===== src/rtl/halt_tag_array_if.sv =====
// Controller-side bus of the way-halting tag array: lookup requests, fills,
// global invalidate and the registered lookup response.
interface halt_tag_array_if #(
    parameter int IDX_W = 3,
    parameter int WAY_W = 2,
    parameter int TAG_W = 24
);
    logic             lk_valid;
    logic             lk_ready;
    logic [IDX_W-1:0] lk_index;
    logic [TAG_W-1:0] lk_tag;

    logic             fill_valid;
    logic [IDX_W-1:0] fill_index;
    logic [WAY_W-1:0] fill_way;
    logic [TAG_W-1:0] fill_tag;

    logic             inv_all;

    logic             rsp_valid;
    logic             rsp_hit;
    logic [WAY_W-1:0] rsp_way;
    logic [WAY_W-1:0] rsp_victim;
    logic [WAY_W:0]   rsp_halt_cnt;

    modport master (
        output lk_valid, lk_index, lk_tag,
        output fill_valid, fill_index, fill_way, fill_tag,
        output inv_all,
        input  lk_ready,
        input  rsp_valid, rsp_hit, rsp_way, rsp_victim, rsp_halt_cnt
    );

    modport slave (
        input  lk_valid, lk_index, lk_tag,
        input  fill_valid, fill_index, fill_way, fill_tag,
        input  inv_all,
        output lk_ready,
        output rsp_valid, rsp_hit, rsp_way, rsp_victim, rsp_halt_cnt
    );
endinterface


===== src/rtl/halt_tag_array.sv =====
// Set-associative tag store: halt-field pre-compare in stage 1, main-tag compare
// of surviving ways in stage 2, valid bits and true-LRU (age permutation) per set.
module halt_tag_array #(
    parameter int SETS   = 8,
    parameter int WAYS   = 4,
    parameter int TAG_W  = 24,
    parameter int HALT_W = 4
) (
    input  logic            clk,
    input  logic            reset,
    halt_tag_array_if.slave bus
);
    localparam int IDX_W = $clog2(SETS);
    localparam int WAY_W = $clog2(WAYS);

    // Storage
    logic [TAG_W-1:0] tag_reg   [SETS][WAYS];
    logic [WAYS-1:0]  valid_reg [SETS];
    logic [WAY_W-1:0] age_reg   [SETS][WAYS];

    // Stage-2 pipeline registers
    logic             s2_valid_reg;
    logic [IDX_W-1:0] s2_index_reg;
    logic [TAG_W-1:0] s2_tag_reg;
    logic [WAYS-1:0]  s2_mask_reg;

    // Response registers
    logic             rsp_valid_reg;
    logic             rsp_hit_reg;
    logic [WAY_W-1:0] rsp_way_reg;
    logic [WAY_W-1:0] rsp_victim_reg;
    logic [WAY_W:0]   rsp_halt_cnt_reg;

    logic             accept;
    logic [WAYS-1:0]  lk_mask;
    logic [WAYS-1:0]  eff_mask;
    logic [WAYS-1:0]  eff_valid;
    logic [WAYS-1:0]  hit_vec;
    logic             hit_any;
    logic [WAY_W-1:0] hit_way;
    logic [WAY_W-1:0] lru_way;
    logic [WAY_W-1:0] victim_way;
    logic [WAY_W:0]   halt_cnt;
    logic             hit_touch;
    logic [WAY_W-1:0] fill_ref_age;
    logic [WAY_W-1:0] hit_ref_age;

    assign bus.lk_ready = ~bus.fill_valid;
    assign accept       = bus.lk_valid & ~bus.fill_valid;

    // A fill landing on the set held in stage 2 is forwarded into that way's
    // compare so the response reflects the tag being written this edge.
    genvar gi;
    generate
        for (gi = 0; gi < WAYS; gi++) begin : g_way
            logic                    fwd;
            logic [TAG_W-HALT_W-1:0] s2_main;

            assign lk_mask[gi] = valid_reg[bus.lk_index][gi]
                               & (tag_reg[bus.lk_index][gi][HALT_W-1:0] == bus.lk_tag[HALT_W-1:0]);

            assign fwd = bus.fill_valid
                       & (bus.fill_index == s2_index_reg)
                       & (bus.fill_way == WAY_W'(gi));

            assign s2_main = fwd ? bus.fill_tag[TAG_W-1:HALT_W]
                                 : tag_reg[s2_index_reg][gi][TAG_W-1:HALT_W];

            assign eff_valid[gi] = fwd | (valid_reg[s2_index_reg][gi] & ~bus.inv_all);

            assign eff_mask[gi] = fwd ? (bus.fill_tag[HALT_W-1:0] == s2_tag_reg[HALT_W-1:0])
                                      : s2_mask_reg[gi];

            assign hit_vec[gi] = eff_mask[gi] & eff_valid[gi]
                               & (s2_main == s2_tag_reg[TAG_W-1:HALT_W]);
        end
    endgenerate

    assign hit_any = |hit_vec;

    always_comb begin
        hit_way    = '0;
        lru_way    = '0;
        victim_way = '0;
        halt_cnt   = '0;
        for (int w = WAYS - 1; w >= 0; w--) begin
            if (hit_vec[w]) begin
                hit_way = WAY_W'(w);
            end
        end
        for (int w = 0; w < WAYS; w++) begin
            halt_cnt = halt_cnt + (WAY_W + 1)'(eff_mask[w]);
            if (age_reg[s2_index_reg][w] == WAY_W'(WAYS - 1)) begin
                lru_way = WAY_W'(w);
            end
        end
        // Victim comes from the pre-edge state: lowest invalid way, else the LRU way.
        victim_way = lru_way;
        for (int w = WAYS - 1; w >= 0; w--) begin
            if (!valid_reg[s2_index_reg][w]) begin
                victim_way = WAY_W'(w);
            end
        end
    end

    // A fill into the same set pre-empts the LRU update of a concurrent hit.
    assign hit_touch = s2_valid_reg & hit_any
                     & ~(bus.fill_valid & (bus.fill_index == s2_index_reg));

    assign fill_ref_age = age_reg[bus.fill_index][bus.fill_way];
    assign hit_ref_age  = age_reg[s2_index_reg][hit_way];

    always_ff @(posedge clk or negedge reset) begin
        if (!reset) begin
            for (int s = 0; s < SETS; s++) begin
                valid_reg[s] <= '0;
                for (int w = 0; w < WAYS; w++) begin
                    tag_reg[s][w] <= '0;
                    age_reg[s][w] <= WAY_W'(WAYS - 1 - w);
                end
            end
        end else begin
            if (bus.inv_all) begin
                for (int s = 0; s < SETS; s++) begin
                    valid_reg[s] <= '0;
                end
            end
            if (bus.fill_valid) begin
                tag_reg[bus.fill_index][bus.fill_way]   <= bus.fill_tag;
                valid_reg[bus.fill_index][bus.fill_way] <= 1'b1;
                for (int w = 0; w < WAYS; w++) begin
                    if (WAY_W'(w) == bus.fill_way) begin
                        age_reg[bus.fill_index][w] <= '0;
                    end else if (age_reg[bus.fill_index][w] < fill_ref_age) begin
                        age_reg[bus.fill_index][w] <= age_reg[bus.fill_index][w] + WAY_W'(1);
                    end
                end
            end
            if (hit_touch) begin
                for (int w = 0; w < WAYS; w++) begin
                    if (WAY_W'(w) == hit_way) begin
                        age_reg[s2_index_reg][w] <= '0;
                    end else if (age_reg[s2_index_reg][w] < hit_ref_age) begin
                        age_reg[s2_index_reg][w] <= age_reg[s2_index_reg][w] + WAY_W'(1);
                    end
                end
            end
        end
    end

    always_ff @(posedge clk or negedge reset) begin
        if (!reset) begin
            s2_valid_reg     <= 1'b0;
            s2_index_reg     <= '0;
            s2_tag_reg       <= '0;
            s2_mask_reg      <= '0;
            rsp_valid_reg    <= 1'b0;
            rsp_hit_reg      <= 1'b0;
            rsp_way_reg      <= '0;
            rsp_victim_reg   <= '0;
            rsp_halt_cnt_reg <= '0;
        end else begin
            s2_valid_reg <= accept;
            if (accept) begin
                s2_index_reg <= bus.lk_index;
                s2_tag_reg   <= bus.lk_tag;
                s2_mask_reg  <= lk_mask;
            end
            rsp_valid_reg <= s2_valid_reg;
            if (s2_valid_reg) begin
                rsp_hit_reg      <= hit_any;
                rsp_way_reg      <= hit_way;
                rsp_victim_reg   <= victim_way;
                rsp_halt_cnt_reg <= halt_cnt;
            end
        end
    end

    assign bus.rsp_valid    = rsp_valid_reg;
    assign bus.rsp_hit      = rsp_hit_reg;
    assign bus.rsp_way      = rsp_way_reg;
    assign bus.rsp_victim   = rsp_victim_reg;
    assign bus.rsp_halt_cnt = rsp_halt_cnt_reg;
endmodule


===== src/flat_wrapper.sv =====
// flat-port wrapper written by rule: the top's interface ports become plain ports
module halt_tag_array_flat 
#(
    parameter int SETS   = 8,
    parameter int WAYS   = 4,
    parameter int TAG_W  = 24,
    parameter int HALT_W = 4
)
  (clk, reset, bus_lk_valid, bus_lk_index, bus_lk_tag, bus_fill_valid, bus_fill_index, bus_fill_way, bus_fill_tag, bus_inv_all, bus_lk_ready, bus_rsp_valid, bus_rsp_hit, bus_rsp_way, bus_rsp_victim, bus_rsp_halt_cnt);
  halt_tag_array_if #(.IDX_W((3)), .WAY_W((2)), .TAG_W(TAG_W)) bus_i ();
  input  logic clk;
  input  logic reset;
  input wire logic [$bits(bus_i.lk_valid)-1:0] bus_lk_valid;
  input wire logic [$bits(bus_i.lk_index)-1:0] bus_lk_index;
  input wire logic [$bits(bus_i.lk_tag)-1:0] bus_lk_tag;
  input wire logic [$bits(bus_i.fill_valid)-1:0] bus_fill_valid;
  input wire logic [$bits(bus_i.fill_index)-1:0] bus_fill_index;
  input wire logic [$bits(bus_i.fill_way)-1:0] bus_fill_way;
  input wire logic [$bits(bus_i.fill_tag)-1:0] bus_fill_tag;
  input wire logic [$bits(bus_i.inv_all)-1:0] bus_inv_all;
  output wire logic [$bits(bus_i.lk_ready)-1:0] bus_lk_ready;
  output wire logic [$bits(bus_i.rsp_valid)-1:0] bus_rsp_valid;
  output wire logic [$bits(bus_i.rsp_hit)-1:0] bus_rsp_hit;
  output wire logic [$bits(bus_i.rsp_way)-1:0] bus_rsp_way;
  output wire logic [$bits(bus_i.rsp_victim)-1:0] bus_rsp_victim;
  output wire logic [$bits(bus_i.rsp_halt_cnt)-1:0] bus_rsp_halt_cnt;
  assign bus_i.lk_valid = bus_lk_valid;
  assign bus_i.lk_index = bus_lk_index;
  assign bus_i.lk_tag = bus_lk_tag;
  assign bus_i.fill_valid = bus_fill_valid;
  assign bus_i.fill_index = bus_fill_index;
  assign bus_i.fill_way = bus_fill_way;
  assign bus_i.fill_tag = bus_fill_tag;
  assign bus_i.inv_all = bus_inv_all;
  assign bus_lk_ready = bus_i.lk_ready;
  assign bus_rsp_valid = bus_i.rsp_valid;
  assign bus_rsp_hit = bus_i.rsp_hit;
  assign bus_rsp_way = bus_i.rsp_way;
  assign bus_rsp_victim = bus_i.rsp_victim;
  assign bus_rsp_halt_cnt = bus_i.rsp_halt_cnt;
  halt_tag_array #(.SETS(SETS), .WAYS(WAYS), .TAG_W(TAG_W), .HALT_W(HALT_W)) u_core (.clk(clk), .reset(reset), .bus(bus_i));
endmodule

===== config.mk =====
export PLATFORM = sky130hd
export DESIGN_NAME = halt_tag_array_flat
export DESIGN_NICKNAME = d
export VERILOG_FILES = /design/src/rtl/halt_tag_array_if.sv /design/src/rtl/halt_tag_array.sv /design/src/flat_wrapper.sv
export SDC_FILE = /design/constraint.sdc
export NUM_CORES = 2
export LEC_CHECK = 0
export BUFFER_PORTS_ARGS = -buffer_cell sky130_fd_sc_hd__buf_2
export CORE_ASPECT_RATIO = 1.1
export CORE_UTILIZATION = 55
export DETAILED_ROUTE_END_ITERATION = 10
export GPL_TIMING_DRIVEN = 0
export PLACE_DENSITY_LB_ADDON = 0.3
export SYNTH_ARGS = -nofsm -noshare
export SYNTH_HDL_FRONTEND = slang
export SYNTH_SLANG_ARGS = --single-unit

===== constraint.sdc =====
create_clock -name clk -period 5.3 [get_ports clk]
set_clock_uncertainty 0.2 [all_clocks]
set_input_delay 0.53 -clock clk [delete_from_list [all_inputs] [get_ports clk]]
set_output_delay 0.53 -clock clk [all_outputs]
set_load 0.01 [all_outputs]

==> results.yml <==
run_status:
  violations: "antenna violations, max-capacitance violations, max-slew violations, negative setup slack"
  status: "finished with violations"
hold_path:
  worstHoldPathCells: 2
  hold_class: "primary input to flop"
pwr:
  peakVddDrop_uv: 328.8
  p_sw_mw: 7.280
  p_sw_share_pct: 32.74
  power.density_nw_per_um2: 415.2
  power_frac_seq_pct: 41.0
  pwr-share-clk_pct: 30.8
  p_leak_nw: 23.04
  p_int_mw: 14.95
  total_power_mw: 22.23
  p_comb_share_pct: 28.2
die:
  rows: 111
  die_x_um: 278.2
  die-area_um2: 85080
  design.core.area_um2: 83190
  num_io_pins: 71
  die_y_um: 305.8
  start_util_pct: 55.48
layout:
  final_area_um2: 53550
  nets: 4083
  postLayoutCoreUtil_pct: 64.37
  area_growth_pct: 16.01
  largest_register_ffs: 768
  drive_gt1_share_pct: 36.60
timing:
  slew_headroom_pct: -7.766
  max_freq_ghz: 0.1840
  fin_crit_sh_pct: 102.5
  hold_viol: 0
  worst_pin_slew_ps: 1611
  fin_hold_ws_ps: 14.38
  period_needed_ps: 5434
  finalSetupViolations: 17
  slew_violations: 14
  finalWorstSetupSlack_ps: -133.8
cts:
  numCtsBuffers: 94
  clk_latency_ps: 710
  path_clk_slew_ps: 70
  clock_path_buffers: 3
  htreeDepth: 3
  cts_sinks: 905
  root_buffer: "clkbuf_16"
  cts_tree: "built"
placement:
  place_congestion: 1.048
  portBuffers: 47
  hpwl_mm: 129.5
  place_area_um2: 47990
synthesis:
  async_reset_ff_share_pct: 100.0
  ys_ff_latch: 905
  avgSynthCellArea_um2: 12.24
  synth_edf_count: 0
  yosys.area.top_type: "dfrtp_1"
  synth_cells: 3772
  ys.flop_type: "dfrtp_1"
  yosys_warnings: 0
  syn_area_um2: 46160
  yosysUniqueCellTypes: 109
  synthTopCellsByArea: "dfrtp_1, mux2_2, mux4_2"
  ys_seq_area_share_pct: 49.15
  synth_most_common_cell: "dfrtp_1"
  synth_nets: 3843
  yosysTopAreaCellShare_pct: 47.33
  yosys-top-cells-count: "dfrtp_1, mux2_2, nand2_1"
global_route:
  antenna_found_initial: 6
  grt_max_degree: 123
  grt_pass1_vias: 35750
  grt_pass1_wl_mm: 262.2
  overflow: 0
  track_usage_pct: 43.86
routing:
  vias: 36110
  antenna_left: 1
  drc: 0
  finalWirelength_mm: 186.3
  first_iter_violations: 4850
  drt_pass1_iterations: 6
  via_per_inst: 6.992
  wl_per_cell_um: 36.07
setup_path:
  path_cells: "buf_8 -> buf_12 -> buf_16 -> buf_12 -> buf_6 -> buf_2 -> o22ai_1 -> o21ai_1 -> nand2_1 -> a311oi_1 -> a21oi_2 -> and3_1 -> a221o_2 -> a2111oi_4 -> o32ai_4 -> buf_12 -> a21oi_1 -> o22ai_1"
  path_class: "flop to flop"
  path_max_fanout: 10
  cpMaxStageDelayCell: "o21ai_1"
  cpPeakStageDelay_ps: 510
  cp-start-kind: "flop"
  end_kind: "flop"
  r2r_cells: 18
  critPathMostFrequentCell: "buf_12"
  arrival_ps: 5840
  crit_required_ps: 5710
flow_run:
  drv_cap: 3
[power by group through the flow]
stage	Sequential, mW	Clock, mW	Combinational (mW)
final	9.12	6.84	6.26
after global placement	9.13	0	5.30
after CTS	9.07	6.81	5.84
after floorplan	8.89	0	3.68
after detailed placement	9.17	0	5.42
after global routing	9.25	7.07	6.50
[placed cells by master, fill, tap and decap left out, types with 77 or more instances in the layout]
cell	Yosys	routed
nor2_1	146	140
mux4_2	116	116
nand2_1	248	241
o22ai_1	115	112
mux2_2	780	780
mux2i_1	139	118
inv_1	77	77
dfrtp_1	873	871
o21ai_0	114	112
clkbuf_16	0	95
clkbuf_1	237	232
[routing by layer]
metal | part of all wire, % | wire length, µm | GRT usage, % | vias up
li1 | - | - | - | 14330
met1 | 36 | 67960 | 56.06 | 18520
met2 | 44 | 81020 | 64.73 | 2579
met3 | 12 | 21720 | 11.90 | 672
met4 | 8.3 | 15500 | 31.25 | 6
met5 | 0.024 | 45 | 0 | -
[kinds of logic (layout without fill, tap and decap cells)]
kind of cell / after synthesis / in the layout / share of synthesized area [%]
other: 0 / 6 / 0
AO/OA/AOI/OAI: 620 / 620 / 9.334
buffers and inverters: 418 / 731 / 4.066
AND/OR/NAND/NOR: 681 / 681 / 7.476
XOR/XNOR: 98 / 98 / 1.860
multiplexers: 1039 / 1039 / 27.80
flip-flops: 905 / 905 / 49.15
adder cells (fa/ha/maj): 11 / 11 / 0.3090
[worst max-delay path: cells and delay by family, from the launching register on]
family | cells | cell delay (ps)
flip-flops | 1 | 490
AND/OR/NAND/NOR | 2 | 390
AO/OA/AOI/OAI | 9 | 2680
buffers and inverters | 7 | 1520
[timing repair]
action,4_1_cts,5_1_grt
cloned,0,1
endpoints found under the hold margin,88,0
resized for setup,238,114
buffers inserted,27,40
hold buffers,24,0
pin swaps,18,34
setup endpoints to repair,68,64
[layout make-up]
class / instances / area [µm²]
Fill cell: 6322 / 29640
Sequential cell: 905 / 22690
Multi-Input combinational cell: 2449 / 22510
Clock buffer: 136 / 2770
Buffer: 331 / 2183
Tap cell: 1073 / 1343
Timing Repair Buffer: 150 / 1341
Clock inverter: 33 / 380.4
Inverter: 81 / 316.6
Antenna cell: 6 / 15.01
[stage by stage]
stage | TNS [ps] | std cells | worst slack (ps)
floorplan | 0 | 3772 | 668.7
global placement | - | 4892 | -16200
detailed placement | -114830 | 4902 | -2144
CTS | -6.911 | 5119 | -4.381
global route | -210.7 | 5159 | -33.73
finish | -726.8 | 5164 | -133.8
[worst paths after layout]
| check | from | to | slack, ps |
|---|---|---|---|
| max | u_core.s2_index_reg[1] | u_core.age_reg[2] | -130 |
| min | bus_fill_tag[1] | u_core.tag_reg[241] | 10 |
| max reg2reg | u_core.s2_index_reg[1] | u_core.age_reg[2] | -130 |
| min reg2reg | u_core.tag_reg[285] | u_core.tag_reg[285] | 280 |
| max in group asynchronous | reset | u_core.tag_reg[125] | 2670 |
| min in group asynchronous | reset | u_core.age_reg[8] | 210 |
Power figures use the tool's default switching activity.
